===== src/rtl/vram_arbiter.sv =====
// VRAM write-port arbiter: CPU store path > round-robin(echo writer, clear sequencer).
// The clear sequencer is compiled in only when VRAM_ARB_CLEAR_EN is defined.
module vram_arbiter #(
  parameter int unsigned ADDR_W = 13,
  parameter int unsigned DATA_W = 7,
  parameter int unsigned CELLS  = 4800,
  parameter logic [DATA_W-1:0] BLANK = 7'h20
) (
  input  logic              clk,
  input  logic              rst,
  input  logic              cpu_we,
  input  logic [ADDR_W-1:0] cpu_a,
  input  logic [DATA_W-1:0] cpu_d,
  input  logic              echo_req,
  input  logic [ADDR_W-1:0] echo_a,
  input  logic [DATA_W-1:0] echo_d,
  output logic              echo_ack,
  input  logic              clr_start,
  output logic              clr_busy,
  output logic              clr_done,
  output logic              vram_we,
  output logic [ADDR_W-1:0] vram_a,
  output logic [DATA_W-1:0] vram_d
);

  localparam logic [ADDR_W-1:0] LastCell = ADDR_W'(CELLS - 1);

  logic              echo_elig;
  logic              clr_req;
  logic [ADDR_W-1:0] clr_a;
  logic              gnt_cpu, gnt_echo, gnt_clr;
  logic              rr_echo_q;  // 1: echo wins the next background tie

  // The ack term blocks a second grant while the requester is still seeing the ack.
  assign echo_elig = echo_req & ~echo_ack;

`ifdef VRAM_ARB_CLEAR_EN
  typedef enum logic [0:0] {StIdle, StClear} clr_state_e;

  clr_state_e        state_q;
  logic [ADDR_W-1:0] ptr_q;

  // A (re)start cycle issues no write; the pass begins at ptr 0 on the next edge.
  assign clr_req = (state_q == StClear) & ~clr_start;
  assign clr_a   = ptr_q;

  always_ff @(posedge clk) begin
    if (rst) begin
      state_q  <= StIdle;
      ptr_q    <= '0;
      clr_busy <= 1'b0;
      clr_done <= 1'b0;
    end else begin
      clr_done <= 1'b0;
      if (clr_start) begin
        state_q  <= StClear;
        ptr_q    <= '0;
        clr_busy <= 1'b1;
      end else if (gnt_clr) begin
        ptr_q <= ptr_q + 1'b1;
        if (ptr_q == LastCell) begin
          state_q  <= StIdle;
          clr_busy <= 1'b0;
          clr_done <= 1'b1;
        end
      end
    end
  end
`else
  logic unused_clr;

  assign clr_req    = 1'b0;
  assign clr_a      = '0;
  assign clr_busy   = 1'b0;
  assign clr_done   = 1'b0;
  assign unused_clr = clr_start ^ (^LastCell);
`endif

  always_comb begin
    gnt_cpu  = cpu_we;
    gnt_echo = 1'b0;
    gnt_clr  = 1'b0;
    if (!cpu_we) begin
      if (echo_elig && clr_req) begin
        gnt_echo = rr_echo_q;
        gnt_clr  = ~rr_echo_q;
      end else begin
        gnt_echo = echo_elig;
        gnt_clr  = clr_req;
      end
    end
  end

  always_ff @(posedge clk) begin
    if (rst) begin
      vram_we   <= 1'b0;
      vram_a    <= '0;
      vram_d    <= '0;
      echo_ack  <= 1'b0;
      rr_echo_q <= 1'b1;
    end else begin
      vram_we  <= gnt_cpu | gnt_echo | gnt_clr;
      echo_ack <= gnt_echo;
      if (gnt_cpu) begin
        vram_a <= cpu_a;
        vram_d <= cpu_d;
      end else if (gnt_echo) begin
        vram_a <= echo_a;
        vram_d <= echo_d;
      end else if (gnt_clr) begin
        vram_a <= clr_a;
        vram_d <= BLANK;
      end
      if (gnt_echo || gnt_clr) begin
        rr_echo_q <= gnt_clr;
      end
    end
  end

endmodule

===== config.mk =====
export PLATFORM = sky130hd
export DESIGN_NAME = vram_arbiter
export DESIGN_NICKNAME = d
export VERILOG_FILES = /design/src/rtl/vram_arbiter.sv
export SDC_FILE = /design/constraint.sdc
export NUM_CORES = 1
export LEC_CHECK = 0
export BUFFER_PORTS_ARGS = -buffer_cell sky130_fd_sc_hd__buf_2
export CELL_PAD_IN_SITES_DETAIL_PLACEMENT = 0
export CELL_PAD_IN_SITES_GLOBAL_PLACEMENT = 2
export CORE_ASPECT_RATIO = 1.4
export CORE_UTILIZATION = 24
export DETAILED_ROUTE_END_ITERATION = 16
export PLACE_DENSITY_LB_ADDON = 0.1
export SLEW_MARGIN = 20
export SYNTH_ARGS = -nofsm -noshare
export SYNTH_HDL_FRONTEND = slang
export SYNTH_SLANG_ARGS = --single-unit

===== constraint.sdc =====
create_clock -name clk -period 3.1 [get_ports clk]
set_input_delay 0.31 -clock clk [delete_from_list [all_inputs] [get_ports clk]]
set_output_delay 0.31 -clock clk [all_outputs]
set_load 0.05 [all_outputs]

# Word-level counts from Yosys, hierarchy flattened
# Index checks and enable logic that the tools add are counted.
[word_totals]
ff_bits = 22
inputBits = 45
wordCells = 13
[op_classes]
n_mux = 5
bitwise_logic = 3
n_reduce_logical = 1
[op_table]
columns = ["op", "n"]
rows = [
  ["13-bit two-way mux", 2],
  ["7-bit two-way mux", 2],
  ["2-bit nonzero test", 1],
  ["1-bit bitwise AND", 1],
  ["1-bit two-way mux", 1],
  ["1-bit inverter", 1],
  ["1-bit OR", 1],
]

# Depth between registers and ports, before layout
# Gate-level depths: netlist of run 1.
[depth]
word_depth = 5
depth_mapped = 4

# Worst setup path before layout of run 1
# OpenSTA, ideal clock, no wires.
[synth_timing]
path_type = "reg-to-reg"
from = "register echo_ack"
to = "register vram_d[2]"
arrival_time_ns = 1.264
t_required_ns = 2.947
slack_ns = 1.683
path_stages_with_launch = 5
n_path_buf = 1
synth_period_minus_slack_ns = 1.417
cell_sequence = "dfxtp_1 -> and2b_1 -> buf_4 -> nor3_1 -> a2111oi_2"
[synth_between]
elab_chain_cells = 4
[synth_lines]
columns = ["element", "line", "source"]
rows = [
  ["from (decl)", "17", "output logic echo_ack,"],
  ["from (signal assigned)", "103", "echo_ack <= gnt_echo;"],
  ["1-bit inverter", "35", "assign echo_elig = echo_req & ~echo_ack;"],
  ["1-bit bitwise AND", "35", ""],
  ["1-bit two-way mux", "83", "if (!cpu_we) begin"],
  ["2-bit nonzero test (no line)", "-", ""],
  ["to (signal assigned)", "106", "vram_d <= cpu_d;"],
  ["to (signal assigned)", "109", "vram_d <= echo_d;"],
  ["to (decl)", "23", "output logic [DATA_W-1:0] vram_d"],
]
# No other way between the ends.
# A chain may end at the register's enable or synchronous reset.

# Worst setup path after layout of run 1
[layout_timing]
from = "register echo_ack"
to = "register vram_a[9]"
[layout_between]
elab_chain_cells = 4
[layout_lines]
columns = ["element", "line", "source"]
rows = [
  ["1-bit inverter", "35", ""],
  ["1-bit bitwise AND", "35", ""],
  ["1-bit two-way mux", "83", ""],
  ["2-bit nonzero test (no line)", "-", ""],
  ["to (signal assigned)", "105", "vram_a <= cpu_a;"],
  ["to (signal assigned)", "108", "vram_a <= echo_a;"],
  ["to (signal assigned)", "111", "vram_a <= clr_a;"],
  ["to (decl)", "22", "output logic [ADDR_W-1:0] vram_a,"],
]
# No other way between the ends.

==> impl_metrics.csv, run 1 <==
group,metric,value,unit
routing,post-route-drc-count,0,
floorplanning,ios,69,
cells_and_area,final_cell_mix,"buf_2, nor3_1, dfxtp_1, inv_1, a2111oi_2",
worst_setup_path,criticalPathCategory,"reg -> reg",
floorplanning,chipWidth,60.15,um
cells_and_area,fin_util,0.3343,
global_route,grt_start_max_net_pins,31,
global_route,grt_pass1_wl,4905,um
routing,via_count,1086,
sta,fmax,609.3,MHz
pwr,peakVddDrop,0.0001483,V
floorplanning,dieArea,5017,sq um
placed_design,finalWeightedCongestion,0.6194,
synth,avgSynthCellArea,9.237,sq um
clock_network,cts_tree,"yes",
clock_network,path_clk_slew,0.08,ns
global_route,grt_pass1_vias,1087,
outcome,status,"completed",
routing,wl_per_cell,12.16,um
floorplanning,coreArea,4536,sq um
placed_design,pre_cts_ws,1.315,ns
floorplanning,start_util,0.2505,
routing,ant_nets,0,
clock_network,htreeDepth,1,
cells_and_area,antenna_cells,0,
global_route,antenna_found_initial,0,
clock_network,cts.repair.resized,0,
routing,finalWirelength,2942,um
worst_setup_path,cp_data_required_time,3.24,ns
cells_and_area,drive_gt1_frac,0.5000,
synth,syn_area,1136,sq um
cells_and_area,fill_cells,509,
clock_network,clock_latency,0.26,ns
placed_design,numPortBuffers,65,
sta,period_needed,1.641,ns
sta,worst_pin_slew,0.8645,ns
sta,drv_slew,0,
synth,ys_ff_latch,22,
worst_setup_path,crit_path_end_kind,"flip-flop",
worst_setup_path,worstPathArrival,1.79,ns
cells_and_area,nets,226,
global_route,grt-ovfl-total,0,
floorplanning,die_h,83.41,um
synth,synth_cell_types,13,
synth,synthCells,123,
cells_and_area,final_common_cell,"buf_2",
hold_path,min_path_type,"in -> reg",
sta,max_slew_margin,0.4236,
clock_network,cts_buffer_depth,2,
sta,clock_skew,0.003973,ns
worst_setup_path,startpoint_type,"flip-flop",
sta,tns,0,ns
routing,first_pass_iters,4,
flow_run,maxCapViolations,0,
clock_network,holdBufCountCts,0,
sta,finalCritPeriodShare,0.5294,
synth,seq_area_frac_synth,0.3877,
cells_and_area,syn2layout_area_growth,33.48,%
placed_design,hpwl,2000,um
routing,drtIter0Drc,44,
clock_network,cts_post_setup_buffers_inserted,0,
sta,rsz0062_at_grt,"false",
clock_network,clock-root-buffer,"clkbuf_8",
pwr,totalPowerFinal,0.0007461,W
worst_setup_path,cp_max_fo,21,
floorplanning,row_count,29,
clock_network,cts_sinks,22,
sta,setup_viol,0,
pwr,p_leak,0.7006,nW
global_route,grt_usage,0.1272,
sta,finalHoldViolations,0,
clock_network,cts_inserted_buffers,3,
synth,synth_warnings,0,
pwr,powerDensity,492.0,nW/um^2
routing,viasPerCell,4.488,
sta,setup_slack,1.459,ns
state kept, by name (all words and copies together), names as in the netlist:
register / cells
vram_a: 13
vram_d: 7
echo_ack: 1
vram_we: 1
report_power, final:
group	leakage [nW]	internal, W	switching, W
Clock	0.0288	0.000113	0.0000937
Sequential	0.184	0.000306	0.0000104
Combinational	0.488	0.0000676	0.000156
cell type report:
type,count,area [sq um],share of cell area
Timing Repair Buffer,67,340.3,0.2244
Multi-Input combinational cell,67,528.0,0.3482
Inverter,20,75.07,0.04951
Sequential cell,22,440.4,0.2904
Clock buffer,4,55.05,0.03630
Tap cell,62,77.57,0.05116
Yosys cell counts (all sizes together):
cell	number	area [sq um]
inv	20	75.07
a2111oi	20	294.0
nand2b	1	6.260
nor3	41	205.2
conb	1	3.750
nor2	2	7.510
and2b	1	7.510
dfxtp	22	440.4
buf	15	96.34
kinds of logic after synthesis:
kind of cell	Yosys count	synth area share
other cells	1	0.003301
buf+inv	35	0.1509
flops	22	0.3877
compound gates	20	0.2588
simple gates	45	0.1994
per-layer routing:
| layer | part of all wire | up-vias | GRT usage | wire (um) |
|---|---|---|---|---|
| met5 | 0 | - | 0 | 0 |
| met4 | 0.0099 | 0 | 0.03805 | 29 |
| met3 | 0.061 | 2 | 0.02181 | 178 |
| met2 | 0.49 | 41 | 0.2178 | 1450 |
| met1 | 0.44 | 493 | 0.1561 | 1283 |
| li1 | - | 550 | - | - |
through the flow:
step | instances | instance area (sq um) | hold WS [ns]
floorplan | 124 | 1140 | 0.3898
global placement | 238 | 1461 | 0.5751
detailed placement | 238 | 1461 | 0.5777
CTS | 242 | 1516 | 0.2894
global route | 242 | 1516 | 0.2974
finish | 242 | 1516 | 0.3002
path summary, 6_finish.rpt:
kind | start | end | slack (ns) | cells after the start
max | echo_ack | vram_a[9] | 1.46 | 3
min | cpu_a[8] | vram_a[8] | 0.30 | 3
max reg2reg | echo_ack | vram_a[9] | 1.46 | 3
min reg2reg | vram_a[9] | vram_a[9] | 0.61 | 2
worst max-delay path: stages, from the launching register on:
cell	delay, ns
dfxtp_1	0.32
and2b_1	0.74
nor3_1	0.08
a2111oi_0	0.39
Power figures use the tool's default switching activity.
==> inputs of run 2 (changes only) <==
--- a/config.mk
+++ b/config.mk
@@ -9,7 +9,7 @@
 export CELL_PAD_IN_SITES_DETAIL_PLACEMENT = 0
 export CELL_PAD_IN_SITES_GLOBAL_PLACEMENT = 2
 export CORE_ASPECT_RATIO = 1.4
-export CORE_UTILIZATION = 24
+export CORE_UTILIZATION = 23
 export DETAILED_ROUTE_END_ITERATION = 16
 export PLACE_DENSITY_LB_ADDON = 0.1
 export SLEW_MARGIN = 20
==> constraint.sdc (replaced) <==
create_clock -name clk -period 1.7 [get_ports clk]
set_input_delay 0.17 -clock clk [delete_from_list [all_inputs] [get_ports clk]]
set_output_delay 0.17 -clock clk [all_outputs]
set_load 0.05 [all_outputs]
==> impl_metrics.csv, run 2 (synthesized netlist as in run 1, its figures left out) <==
group,metric,value,unit
outcome,status,"completed",
worst_setup_path,crit_path_end_kind,"flip-flop",
clock_network,path_clk_slew,0.08,ns
cells_and_area,nets,229,
clock_network,clock_latency,0.26,ns
clock_network,clock-root-buffer,"clkbuf_8",
pwr,share_seq_of_total_power,0.436,
worst_setup_path,cp_max_fo,10,
cells_and_area,final_cell_mix,"buf_2, nor3_1, dfxtp_1, inv_1, a2111oi_2",
floorplanning,start_util,0.2446,
worst_setup_path,r2r-end,"vram_a[9]",
hold_path,min_path_type,"in -> reg",
global_route,grt_start_max_net_pins,63,
hold_path,min_to,"vram_d[1]",
placed_design,finalWeightedCongestion,0.6104,
cells_and_area,multi_input_area,528.0,sq um
placed_design,hpwl,2037,um
placed_design,numPortBuffers,65,
cells_and_area,antenna_cells,0,
global_route,grt_pass1_wl,5023,um
worst_setup_path,criticalPathCategory,"reg -> reg",
sta,tns,0,ns
hold_path,worstHoldStart,"cpu_d[1]",
floorplanning,coreArea,4644,sq um
worst_setup_path,r2r_cells,4,
routing,via_count,1081,
routing,ant_nets,0,
cells_and_area,regArea,440.4,sq um
routing,wl_per_cell,12.07,um
clock_network,holdBufCountCts,0,
floorplanning,row_count,29,
routing,first_pass_iters,4,
cells_and_area,top_regs,"vram_a: 13 flops, vram_d: 7 flops",
global_route,grt_usage,0.1258,
routing,drtIter0Drc,29,
placed_design,pre_cts_ws,0.4241,ns
sta,setup_slack,0.4362,ns
sta,setup_viol,0,
routing,post-route-drc-count,0,
clock_network,cts_tree,"yes",
floorplanning,die_h,85.16,um
clock_network,cts.repair.resized,0,
sta,rsz0062_at_grt,"false",
cells_and_area,drive_gt1_frac,0.5055,
pwr,power.switching,0.0004748,W
routing,viasPerCell,4.430,
worst_setup_path,startpoint_type,"flip-flop",
sta,finalCritPeriodShare,0.7434,
sta,worst_pin_slew,0.6463,ns
global_route,grt-ovfl-total,0,
worst_setup_path,cp_data_required_time,1.83,ns
sta,finalHoldViolations,0,
pwr,p_comb_frac,0.316,
floorplanning,chipWidth,61.40,um
global_route,antenna_found_initial,0,
pwr,intPower,0.0008481,W
clock_network,cts_buffer_depth,2,
worst_setup_path,reg2reg_from,"echo_ack",
pwr,peakVddDrop,0.0003292,V
clock_network,htreeDepth,1,
sta,max_slew_margin,0.5691,
sta,fmax,791.3,MHz
sta,clock_skew,0.002399,ns
hold_path,whs_path_depth,3,
sta,drv_slew,0,
floorplanning,dieArea,5229,sq um
flow_run,maxCapViolations,0,
cells_and_area,syn2layout_area_growth,35.35,%
pwr,switching_share,0.3589,
clock_network,cts_post_setup_buffers_inserted,0,
clock_network,cts_sinks,22,
clock_network,cts_inserted_buffers,3,
cells_and_area,regMostFlops,"vram_a",
cells_and_area,largest_register_ffs,13,
sta,period_needed,1.264,ns
global_route,grt_pass1_vias,1090,
worst_setup_path,r2r_slack,0.44,ns
routing,finalWirelength,2946,um
floorplanning,ios,69,
worst_setup_path,worstPathArrival,1.40,ns
pwr,p_leak,0.7125,nW
cells_and_area,final_common_cell,"buf_2",
pwr,power_frac_clock,0.249,
pwr,powerDensity,860.3,nW/um^2
cells_and_area,fill_cells,551,
==> run 2: changes by cell type in the layout (fill, tap and decap cells not counted), sizes merged <==
cell    delta
buf        +3
clkbuf     -1
==> run 2: per-layer routing <==
metal | vias to the layer above | GRT usage | part of all wire
li1 | 553 | - | -
met1 | 482 | 0.1573 | 0.45
met2 | 44 | 0.2065 | 0.47
met3 | 2 | 0.03049 | 0.070
met4 | 0 | 0.04242 | 0.0081
met5 | - | 0 | 0
==> run 2: final cells by class <==
cell class                 count  area share
tap                           62     0.05045
timing repair buffer          70      0.2441
inverter                      20     0.04882
multi-input combinational     67      0.3434
sequential                    22      0.2864
clock buffer                   3     0.02685
==> run 2: critical path, cell delays in order (launching register included) <==
cell	delay, ns
dfxtp_1	0.31
and2b_1	0.20
buf_4	0.18
nor3_1	0.06
a2111oi_0	0.39
==> run 2: worst max-delay path by stage <==
stage                      to      from  depth (start not counted)
floorplan           vram_d[2]  echo_ack                          4
global placement    vram_a[9]  echo_ack                          4
detailed placement  vram_a[9]  echo_ack                          4
CTS                 vram_a[9]  echo_ack                          4
global route        vram_a[9]  echo_ack                          4
finish              vram_a[9]  echo_ack                          4
==> run 2: power by group through the flow <==
stage	clock [W]	combinational, W	sequential, W
5_1_grt	0.000370	0.000453	0.000582
2_1_floorplan	0	0.000165	0.000735
3_5_place_dp	0	0.000424	0.000588
6_report	0.000329	0.000417	0.000576
3_3_place_gp	0	0.000419	0.000587
4_1_cts	0.000351	0.000424	0.000577
==> run 2: stage by stage <==
| step | hold slack, ns | area, sq um | utilization | cells | power, W |
|---|---|---|---|---|---|
| after floorplan | 0.2498 | 1140 | - | 124 | 0.0008992 |
| after global routing | 0.1513 | 1538 | 0.3311 | 244 | 0.001405 |
| final | 0.1596 | 1538 | 0.3311 | 244 | 0.001323 |
| after CTS | 0.1500 | 1538 | 0.3311 | 244 | 0.001352 |
| after detailed placement | 0.4386 | 1496 | 0.3222 | 241 | 0.001012 |
| after global placement | 0.4339 | 1496 | 0.3222 | 241 | 0.001006 |
